[config.mk]
export PLATFORM = sky130hd
export DESIGN_NAME = mux8_rr_scheduler
export DESIGN_NICKNAME = d
export VERILOG_FILES = /design/src/rtl/mux8_sched_pkg.sv /design/src/rtl/rr_pick8.sv /design/src/rtl/mux8_rr_scheduler.sv
export SDC_FILE = /design/constraint.sdc
export NUM_CORES = 1
export LEC_CHECK = 0
export BUFFER_PORTS_ARGS = -buffer_cell sky130_fd_sc_hd__buf_2
export CAP_MARGIN = 25
export CORE_ASPECT_RATIO = 0.8
export CORE_MARGIN = 1.5
export CORE_UTILIZATION = 40
export DETAILED_ROUTE_END_ITERATION = 7
export GPL_TIMING_DRIVEN = 0
export SLEW_MARGIN = 5
export SYNTH_ARGS = -nofsm -noshare
export SYNTH_HDL_FRONTEND = slang
export SYNTH_HIERARCHICAL = 1
export SYNTH_SLANG_ARGS = --single-unit
[constraint.sdc]
create_clock -name clk -period 12.2 [get_ports clk]
set_clock_uncertainty 0.15 [all_clocks]
set_input_delay 1.22 -clock clk [delete_from_list [all_inputs] [get_ports clk]]
set_output_delay 1.22 -clock clk [all_outputs]
set_load 0.01 [all_outputs]
[src/rtl/mux8_sched_pkg.sv]
// Shared types and constants for the eight-way round-robin mux scheduler.
package mux8_sched_pkg;

    localparam int NUM_REQ         = 8;
    localparam int SEL_W           = 3;
    localparam int DEFAULT_QUANTUM = 4;

    typedef enum logic {
        IDLE  = 1'b0,
        GRANT = 1'b1
    } sched_state_e;

endpackage

[src/rtl/rr_pick8.sv]
// Rotating-priority picker: first set bit of req searching from ptr upward, modulo 8.
module rr_pick8
    import mux8_sched_pkg::*;
(
    input  logic [NUM_REQ-1:0] req,
    input  logic [SEL_W-1:0]   ptr,
    output logic               found,
    output logic [SEL_W-1:0]   idx
);

    logic [SEL_W-1:0] k;

    // Scan from lowest priority to highest so the last hit is the winner.
    always_comb begin
        found = 1'b0;
        idx   = '0;
        k     = '0;
        for (int i = NUM_REQ - 1; i >= 0; i--) begin
            k = ptr + SEL_W'(i);
            if (req[k]) begin
                found = 1'b1;
                idx   = k;
            end
        end
    end

endmodule

[src/rtl/mux8_rr_scheduler.sv]
// Round-robin owner of an 8:1 mux select; a grant lasts QUANTUM accepted transfers
// or until the owner drops its request, with zero-bubble handover.
module mux8_rr_scheduler
    import mux8_sched_pkg::*;
#(
    parameter int QUANTUM = DEFAULT_QUANTUM,
    parameter int CNT_W   = 4
) (
    input  logic               clk,
    input  logic               rst,
    input  logic [NUM_REQ-1:0] req,
    input  logic               rdy,
    output logic [SEL_W-1:0]   s,
    output logic [NUM_REQ-1:0] gnt,
    output logic               vld
);

    // Handshake: a transfer happens in any cycle where vld=1, rdy=1 and the
    // granted requester still holds req[s]; rdy=0 stalls without losing the grant.

    sched_state_e     state, state_nx;
    logic [SEL_W-1:0] ptr, ptr_nx;
    logic [SEL_W-1:0] s_nx;
    logic [CNT_W-1:0] cnt, cnt_nx;
    logic [NUM_REQ-1:0] gnt_nx;
    logic             vld_nx;

    logic             xfer;
    logic             last_xfer;
    logic             rel;
    logic [SEL_W-1:0] pick_ptr;
    logic             found;
    logic [SEL_W-1:0] idx;

    // On release the just-served index becomes lowest priority in the same edge.
    assign xfer      = (state == GRANT) && rdy && req[s];
    assign last_xfer = xfer && (cnt == CNT_W'(QUANTUM - 1));
    assign rel       = (state == GRANT) && (!req[s] || last_xfer);
    assign pick_ptr  = rel ? (s + SEL_W'(1)) : ptr;

    rr_pick8 u_pick (
        .req   (req),
        .ptr   (pick_ptr),
        .found (found),
        .idx   (idx)
    );

    always_comb begin
        state_nx = state;
        ptr_nx   = ptr;
        s_nx     = s;
        cnt_nx   = cnt;
        case (state)
            IDLE: begin
                if (found) begin
                    state_nx = GRANT;
                    s_nx     = idx;
                    cnt_nx   = '0;
                end
            end
            GRANT: begin
                if (rel) begin
                    ptr_nx = pick_ptr;
                    cnt_nx = '0;
                    if (found) begin
                        s_nx = idx;
                    end else begin
                        state_nx = IDLE;
                    end
                end else if (xfer) begin
                    cnt_nx = cnt + CNT_W'(1);
                end
            end
            default: state_nx = IDLE;
        endcase
        vld_nx = (state_nx == GRANT);
        gnt_nx = vld_nx ? (NUM_REQ'(1) << s_nx) : '0;
    end

    always_ff @(posedge clk or posedge rst) begin
        if (rst) begin
            state <= IDLE;
            ptr   <= '0;
            cnt   <= '0;
            s     <= '0;
            gnt   <= '0;
            vld   <= 1'b0;
        end else begin
            state <= state_nx;
            ptr   <= ptr_nx;
            cnt   <= cnt_nx;
            s     <= s_nx;
            gnt   <= gnt_nx;
            vld   <= vld_nx;
        end
    end

endmodule

==> results of run 1 <==
==> flip-flops by register name (all words and copies together) (netlist names) <==
signal	flops
gnt	8
state	1
s	3
ptr	3
cnt	4
==> worst reg2reg max path: cells and delay by family (launching register included) <==
family                     cells  cell delay, ps
buffers and inverters          4             800
muxes                          7            2780
AOI/OAI and AO/OA              4             660
and+or+nand+nor                2             450
adders and majority gates      1             280
DFF                            1             410
==> path summary, 6_finish.rpt <==
kind                                       to  slack (ps)  cells after the start
setup / recovery             gnt[4]$_DFF_PP0_        6090                     18
hold / removal             ptr[2]$_DFFE_PP0P_         360                      1
setup reg to reg             gnt[4]$_DFF_PP0_        6610                     18
hold reg to reg            ptr[2]$_DFFE_PP0P_         360                      1
max in group asynchronous    gnt[3]$_DFF_PP0_       10520                      2
min in group asynchronous  ptr[2]$_DFFE_PP0P_         920                      2
==> layout make-up <==
class                           count  share of cell area
Buffer                             13             0.04043
Clock buffer                        3             0.01962
Clock inverter                      1            0.002378
Inverter                           10             0.01784
Multi-Input combinational cell    145              0.6058
Sequential cell                    19              0.2259
Tap cell                           60             0.03567
Timing Repair Buffer               22             0.05232
==> per-stage QoR <==
stage	cell area, µm²	cells	utilization	setup WS [ps]
detailed placement	2058	269	0.4532	5791
CTS	2105	273	0.4634	6054
finish	2105	273	0.4634	6091
global placement	2058	269	0.4532	5800
global route	2105	273	0.4634	5716
floorplan	1873	187	-	6645
==> synth_stat cells (4+ instances only) <==
library cell / n / area, µm²
a21oi_1: 7 / 35.03
clkbuf_1: 5 / 18.77
dfrtp_1: 19 / 475.5
ha_1: 4 / 50.05
inv_1: 10 / 37.54
mux2_2: 14 / 157.7
mux2i_1: 14 / 140.1
mux4_1: 5 / 131.4
mux4_2: 6 / 135.1
nand2_1: 13 / 48.80
nor2_1: 12 / 45.04
nor3_1: 4 / 20.02
nor3b_1: 4 / 30.03
o31ai_1: 4 / 30.03
==> cells by family (layout without fill, tap and decap cells) <==
group | count (synthesis) | count (layout)
flip-flops | 19 | 19
AO/OA/AOI/OAI | 38 | 38
buffers and inverters | 23 | 49
XOR/XNOR | 4 | 4
adder cells (fa/ha/maj) | 4 | 4
multiplexers | 42 | 42
AND/OR/NAND/NOR | 57 | 57
==> per-layer routing <==
layer  track usage  part of all wire  vias up
met5             0                 0        -
met4       0.02632                 0        0
met3       0.03000             0.042        0
li1              -                 -      760
met2        0.2489              0.44       38
met1        0.2596              0.51      746
==> results_dict.tcl, run 1 <==
set metrics [dict create \
    status "finished, final reports clean" \
    timing_worst_setup_path_type "in2reg" \
    yosys.area_share.simple 0.1630 \
    grt_pass1_wl_um 6837 \
    grt_overflow 0 \
    hold_viol 0 \
    insertion_delay_ps 260 \
    ant_nets 0 \
    wl_um 4050 \
    fillCellCount 439 \
    cts_hold_buffers 0 \
    synthXorXnorAreaFrac 0.01870 \
    gp_congestion 0.8757 \
    cts-root-buf "clkbuf_8" \
    finalCriticalPeriod_ps 6109 \
    synth_top_family_by_area "multiplexers" \
    worstHoldStart "ptr[2]$_DFFE_PP0P_" \
    final_common_cell "buf_2" \
    arrival_ps 6160 \
    cts_setup_buffers 0 \
    chipHeight_um 64.21 \
    worstPathRequired_ps 12250 \
    hpwlAfterDp_um 3113 \
    drcViolationCount 0 \
    setup_viol_count_final 0 \
    layout_common_cells "24 x buf_2, 19 x dfrtp_1, 14 x mux2i_1, 14 x mux2_2, 13 x nand2_1" \
    dr.pass1.iters 4 \
    routedWlPerCell_um 14.84 \
    tightest_slew_ps 724.9 \
    grt_pass1_vias 1414 \
    synth_seq_area_share 0.2538 \
    path_cells "buf_2 > mux2i_1 > mux4_2 > o21ai_4 > mux2i_1 > buf_6 > inv_1 > ha_1 > clkbuf_1 > mux4_1 > mux2_4 > o21ai_2 > a31oi_1 > o21bai_1 > mux2_1 > nand2b_1 > nor3b_1 > mux2_2" \
    grt_max_degree 20 \
    core_um2 4542 \
    critical_path.top_delay_family "multiplexers" \
    slowest_delay_ps 610 \
    whs_ps 356.2 \
    row_count 22 \
    startpoint_type "input port" \
    pin_count 23 \
    crit_start "req[7]" \
    syn_inst 187 \
    cp.buffers_inverters 4 \
    h-tree-depth 1 \
    die_x_um 79.51 \
    cpMaxStageDelayCell "mux2i_1" \
    final-seq-area_um2 475.5 \
    dieArea_um2 5105 \
    clkSinkCount 19 \
    synthFlopType "dfrtp_1" \
    slew_headroom 0.5162 \
    cts_inserted_buffers 3 \
    drive_gt1_frac 0.2911 \
    synth_fp_nets 202 \
    synth_area_per_cell_um2 10.02 \
    nets 229 \
    fmax_mhz 163.7 \
    postCtsResizedCells 0 \
    post-route-period-util 0.5007 \
    syn_area_um2 1873 \
    synth-compound-area-share 0.1490 \
    muxShareOfSynthArea 0.3233 \
    multi_input_area_um2 1275 \
    reg2reg_from "s[0]$_DFF_PP0_" \
    initial_utilization 0.4124 \
    synth_cell_type_count 53 \
    ys_ff_latch 19 \
    end_kind "flip-flop" \
    drt_iter0_drc 150 \
    synth_fa_ha_area_frac 0.02672 \
    synth_edf_count 0 \
    cp_max_fo 10 \
    drv_slew 0 \
    cpMostUsedCell "mux2i_1" \
    cts_tree "done" \
    clockBufferDepth 2 \
    port_buffers 22 \
    syn_to_final_growth_pct 12.36 \
    ys_async_sr_fraction 1.000 \
    rsz0062_at_grt "no" \
    ys_warn_count 6 \
    antenna_found_initial 0 \
    grt_usage 0.1688 \
    antenna_cells 0 \
    num_vias 1544 \
    clk_pin_slew_worst_paths_ps 80 \
    drv_cap 0 \
    setup_tns_ps 0 \
    hold_path_class "reg2reg" \
    viasPerCell 5.656 \
]
Power of run 1 is left out: the tool's default activity adds up to more than one toggle a clock period on the data nets, which glitch-free logic cannot reach.
==> inputs of run 2 (changes only) <==
clock period = 5.7 ns   (was 12.2 ns; I/O delays follow)
==> results_dict.tcl, run 2 (same netlist as run 1, synthesis figures left out) <==
set metrics [dict create \
    cts_inserted_buffers 3 \
    reg2reg_slack_ps 350 \
    drcViolationCount 0 \
    core_um2 4542 \
    gp_congestion 0.8757 \
    rsz0062_at_grt "no" \
    path_cells "buf_6 > mux2i_1 > mux4_2 > o21ai_4 > mux2_2 > buf_4 > buf_4 > inv_1 > ha_1 > mux4_1 > mux2_4 > o21ai_2 > a31oi_1 > o21bai_1 > mux2_1 > nand2b_1 > nor3b_1 > mux2_2" \
    wl_um 4087 \
    cts_tree "done" \
    antenna_found_initial 0 \
    setup_viol_count_final 0 \
    final_common_cell "buf_2" \
    cts_hold_buffers 0 \
    layout_common_cells "24 x buf_2, 19 x dfrtp_1, 14 x mux2_2, 13 x mux2i_1, 13 x nand2_1" \
    dieArea_um2 5105 \
    ant_nets 0 \
    cts-root-buf "clkbuf_8" \
    hold_viol 0 \
    largest_register_ffs 8 \
    viasPerCell 5.699 \
    drv_cap 0 \
    slowest_delay_ps 600 \
    insertion_delay_ps 260 \
    slew_headroom 0.5152 \
    reg2reg_from "s[0]$_DFF_PP0_" \
    tightest_slew_ps 726.4 \
    regMostFlops "gnt" \
    die_x_um 79.51 \
    cpMaxStageDelayCell "mux4_2" \
    grt_pass1_wl_um 6837 \
    fmax_mhz 187.1 \
    num_vias 1550 \
    chipHeight_um 64.21 \
    drive_gt1_frac 0.2972 \
    drt_iter0_drc 168 \
    h-tree-depth 1 \
    reg_top3 "gnt: 8 flops, cnt: 4 flops" \
    hpwlAfterDp_um 3113 \
    routedWlPerCell_um 15.03 \
    port_buffers 22 \
    status "finished, final reports clean" \
    end_kind "flip-flop" \
    clkSinkCount 19 \
    fin_util 0.4653 \
    arrival_ps 5400 \
    pin_count 23 \
    hold_path_class "in2async" \
    drv_slew 0 \
    cts_setup_buffers 0 \
    postCtsResizedCells 0 \
    finalCriticalPeriod_ps 5345 \
    timing_worst_setup_path_type "reg2reg" \
    clk_pin_slew_worst_paths_ps 80 \
    dr.pass1.iters 4 \
    row_count 22 \
    grt_usage 0.1688 \
    grt_overflow 0 \
    clockBufferDepth 2 \
    nets 228 \
    initial_utilization 0.4124 \
    worstPathRequired_ps 5750 \
    cp_max_fo 10 \
    post-route-period-util 0.9377 \
    startpoint_type "flip-flop" \
    r2r_cells 18 \
    grt_max_degree 20 \
    antenna_cells 0 \
    timing.rr.end "gnt[4]$_DFF_PP0_" \
    grt_pass1_vias 1414 \
    syn_to_final_growth_pct 12.83 \
]
==> run 2: layer usage <==
metal / vias up / part of all wire / track usage / routed length [µm]
li1: 758 / - / - / -
met1: 748 / 0.52 / 0.2596 / 2117
met2: 42 / 0.43 / 0.2489 / 1760
met3: 2 / 0.049 / 0.03000 / 200
met4: 0 / 0.0020 / 0.02632 / 8
met5: - / 0 / 0 / 0
==> run 2: worst max path at each step <==
stage / from / end / cells after the start
5_1_grt: s[0]$_DFF_PP0_ / gnt[4]$_DFF_PP0_ / 18
2_1_floorplan: s[0]$_DFF_PP0_ / gnt[4]$_DFF_PP0_ / 18
3_3_place_gp: req[6] / gnt[4]$_DFF_PP0_ / 18
4_1_cts: s[0]$_DFF_PP0_ / gnt[4]$_DFF_PP0_ / 18
3_5_place_dp: req[7] / gnt[4]$_DFF_PP0_ / 18
6_report: s[0]$_DFF_PP0_ / gnt[4]$_DFF_PP0_ / 18
==> run 2: cell type report <==
| class | count | area [µm²] |
|---|---|---|
| Sequential cell | 19 | 475.5 |
| Inverter | 10 | 37.54 |
| Tap cell | 60 | 75.07 |
| Multi-Input combinational cell | 145 | 1287 |
| Clock buffer | 3 | 41.29 |
| Clock inverter | 1 | 5.005 |
| Timing Repair Buffer | 22 | 110.1 |
| Buffer | 12 | 81.33 |
| Fill cell | 439 | 2429 |
==> run 2: through the flow <==
stage | hold slack, ps | TNS (ps) | instance area (µm²) | setup WS [ps] | cells
floorplan | 323.6 | 0 | 1873 | 742.1 | 187
global placement | 331.0 | -75.29 | 2058 | -49.92 | 269
detailed placement | 342.9 | -66.70 | 2058 | -59.40 | 269
CTS | 302.2 | 0 | 2105 | 71.28 | 273
global route | 361.3 | 0 | 2113 | 54.32 | 272
finish | 269.7 | 0 | 2113 | 355.0 | 272
==> run 2: critical path: cells and delay by family (launching register included) <==
kind / cells / cell delay, ps
muxes: 7 / 2540
AOI/OAI and AO/OA: 4 / 680
buffers and inverters: 4 / 670
and+or+nand+nor: 2 / 450
DFF: 1 / 410
adders and majority gates: 1 / 350
Power of run 2 is left out for the same reason.
==> inputs of run 3 (changes only) <==
ABC_AREA = 1   (was unset)
CORE_MARGIN = 3   (was 1.5)
==> results_dict.tcl, run 3 <==
set metrics [dict create \
    h-tree-depth 1 \
    dpl.cell_count 322 \
    antenna_found_initial 0 \
    hold_path_class "in2async" \
    synth_edf_count 0 \
    final-seq-area_um2 475.5 \
    end_kind "flip-flop" \
    pin_count 23 \
    chipHeight_um 65.09 \
    fillCellCount 406 \
    clk_pin_slew_worst_paths_ps 70 \
    grt_overflow 0 \
    setup_tns_ps 0 \
    synth_cell_type_count 33 \
    reg2reg_slack_ps 1720 \
    synth_seq_area_share 0.2724 \
    grt_max_degree 20 \
    synth_top_area_frac 0.2724 \
    cts_tree "done" \
    multi_input_area_um2 1086 \
    startpoint_type "flip-flop" \
    finalCriticalPeriod_ps 3979 \
    cts_hold_buffers 0 \
    worstPathRequired_ps 5700 \
    top_usage_layer "met1" \
    drt_iter0_drc 119 \
    num_vias 1626 \
    reg_top3 "gnt: 8 flops, cnt: 4 flops" \
    initial_utilization 0.4359 \
    port_buffers 22 \
    gp_congestion 0.8520 \
    ys_ff_latch 19 \
    grt_pass1_wl_um 6969 \
    setup_viol_count_final 0 \
    cts_setup_buffers 0 \
    dieArea_um2 5197 \
    layout.cells.non_filler 326 \
    synth_most_common_cell "nand2_1" \
    rsz0062_at_grt "no" \
    syn_inst 245 \
    grt_usage 0.1692 \
    ys_async_sr_fraction 1.000 \
    largest_register_ffs 8 \
    clkSinkCount 19 \
    arrival_ps 3980 \
    grt_pass1_vias 1530 \
    final_common_cell "nand2_1" \
    wl_um 3878 \
    fmax_mhz 251.3 \
    hpwlAfterDp_um 3225 \
    syn_area_um2 1745 \
    regMostFlops "gnt" \
    insertion_delay_ps 260 \
    die_x_um 79.86 \
    ant_nets 0 \
    nets 287 \
    cts_inserted_buffers 3 \
    syn_to_final_growth_pct 13.05 \
    synth_common_cells "64 x nand2_1, 38 x nand3_1, 23 x inv_1" \
    drv_cap 0 \
    antenna_cells 0 \
    synth_area_per_cell_um2 7.124 \
    cp_max_fo 10 \
    gr-usage-met3 0.03750 \
    grt_use_met2 0.2260 \
    layout_common_cells "64 x nand2_1, 38 x nand3_1, 23 x buf_2, 23 x inv_1, 19 x dfrtp_1" \
    dr.pass1.iters 4 \
    tightest_slew_ps 687.8 \
    drv_slew 0 \
    drcViolationCount 0 \
    clockBufferDepth 2 \
    synth_fp_nets 260 \
    core_um2 4004 \
    row_count 20 \
    synth_top_cell_by_area "dfrtp_1" \
    timing_worst_setup_path_type "reg2reg" \
    status "finished, final reports clean" \
    drive_gt1_frac 0.3137 \
    hold_viol 0 \
    postCtsResizedCells 0 \
    slew_headroom 0.5410 \
    synth_area_leaders "dfrtp_1 27%, nand2_1 14%, nand3_1 11%" \
    whs_ps 254.1 \
    post-route-period-util 0.6981 \
    viasPerCell 4.988 \
    synthFlopType "dfrtp_1" \
    routedWlPerCell_um 11.90 \
    grt_use_met1 0.2710 \
    ys_warn_count 6 \
    cts-root-buf "clkbuf_8" \
]
==> run 3: cell families after synthesis <==
family	after synthesis	share of synthesized area
buf+inv	38	0.1054
simple gates	160	0.4982
xor+xnor	4	0.03083
compound gates	20	0.06452
fa+ha+maj	4	0.02867
flops	19	0.2724
==> run 3: worst paths after layout <==
path                       depth (start not counted)          startpoint            endpoint
min                                                2                 rst  cnt[0]$_DFFE_PP0P_
min in group clk                                   2  ptr[1]$_DFFE_PP0P_  ptr[1]$_DFFE_PP0P_
min reg2reg                                        2  ptr[1]$_DFFE_PP0P_  ptr[1]$_DFFE_PP0P_
max reg2reg                                       24      s[0]$_DFF_PP0_    gnt[2]$_DFF_PP0_
max in group asynchronous                          2                 rst  ptr[1]$_DFFE_PP0P_
max                                               24      s[0]$_DFF_PP0_    gnt[2]$_DFF_PP0_
==> run 3: cell type report <==
class	count	share of cell area
Buffer	6	0.02727
Clock buffer	3	0.02093
Clock inverter	1	0.003805
Inverter	32	0.06595
Multi-Input combinational cell	188	0.5504
Sequential cell	19	0.2410
Tap cell	55	0.03488
Timing Repair Buffer	22	0.05580
==> run 3: layer usage <==
metal | wire length (µm) | vias to the layer above
met5 | 0 | -
met4 | 19 | 0
met3 | 258 | 2
met2 | 1510 | 43
met1 | 2090 | 739
li1 | - | 842
==> run 3: worst max-delay path: stages, from the launching register on <==
cell and delay [ps]:
dfrtp_1 510, inv_2 150, nand2_1 60, nand3_1 70
nand3_2 110, and2_2 220, nand2_1 90, nand2_2 110
o21ai_0 300, buf_6 210, inv_8 70, ha_1 290
buf_4 170, inv_2 120, nand3_2 90, and2_4 160
nand2_4 60, nand2_4 60, nor2_4 110, nand4_1 110
buf_2 210, nand2_4 110, nand2_1 70, nand3_1 150
nor2_1 80
==> run 3: through the flow <==
step	worst slack [ps]	cell area, µm²	util
after floorplan	2149	1745	-
after global placement	1627	1924	0.4806
after detailed placement	1612	1924	0.4806
after CTS	1701	1973	0.4928
after global routing	1313	1973	0.4928
final	1721	1973	0.4928
Power of run 3 is left out for the same reason.
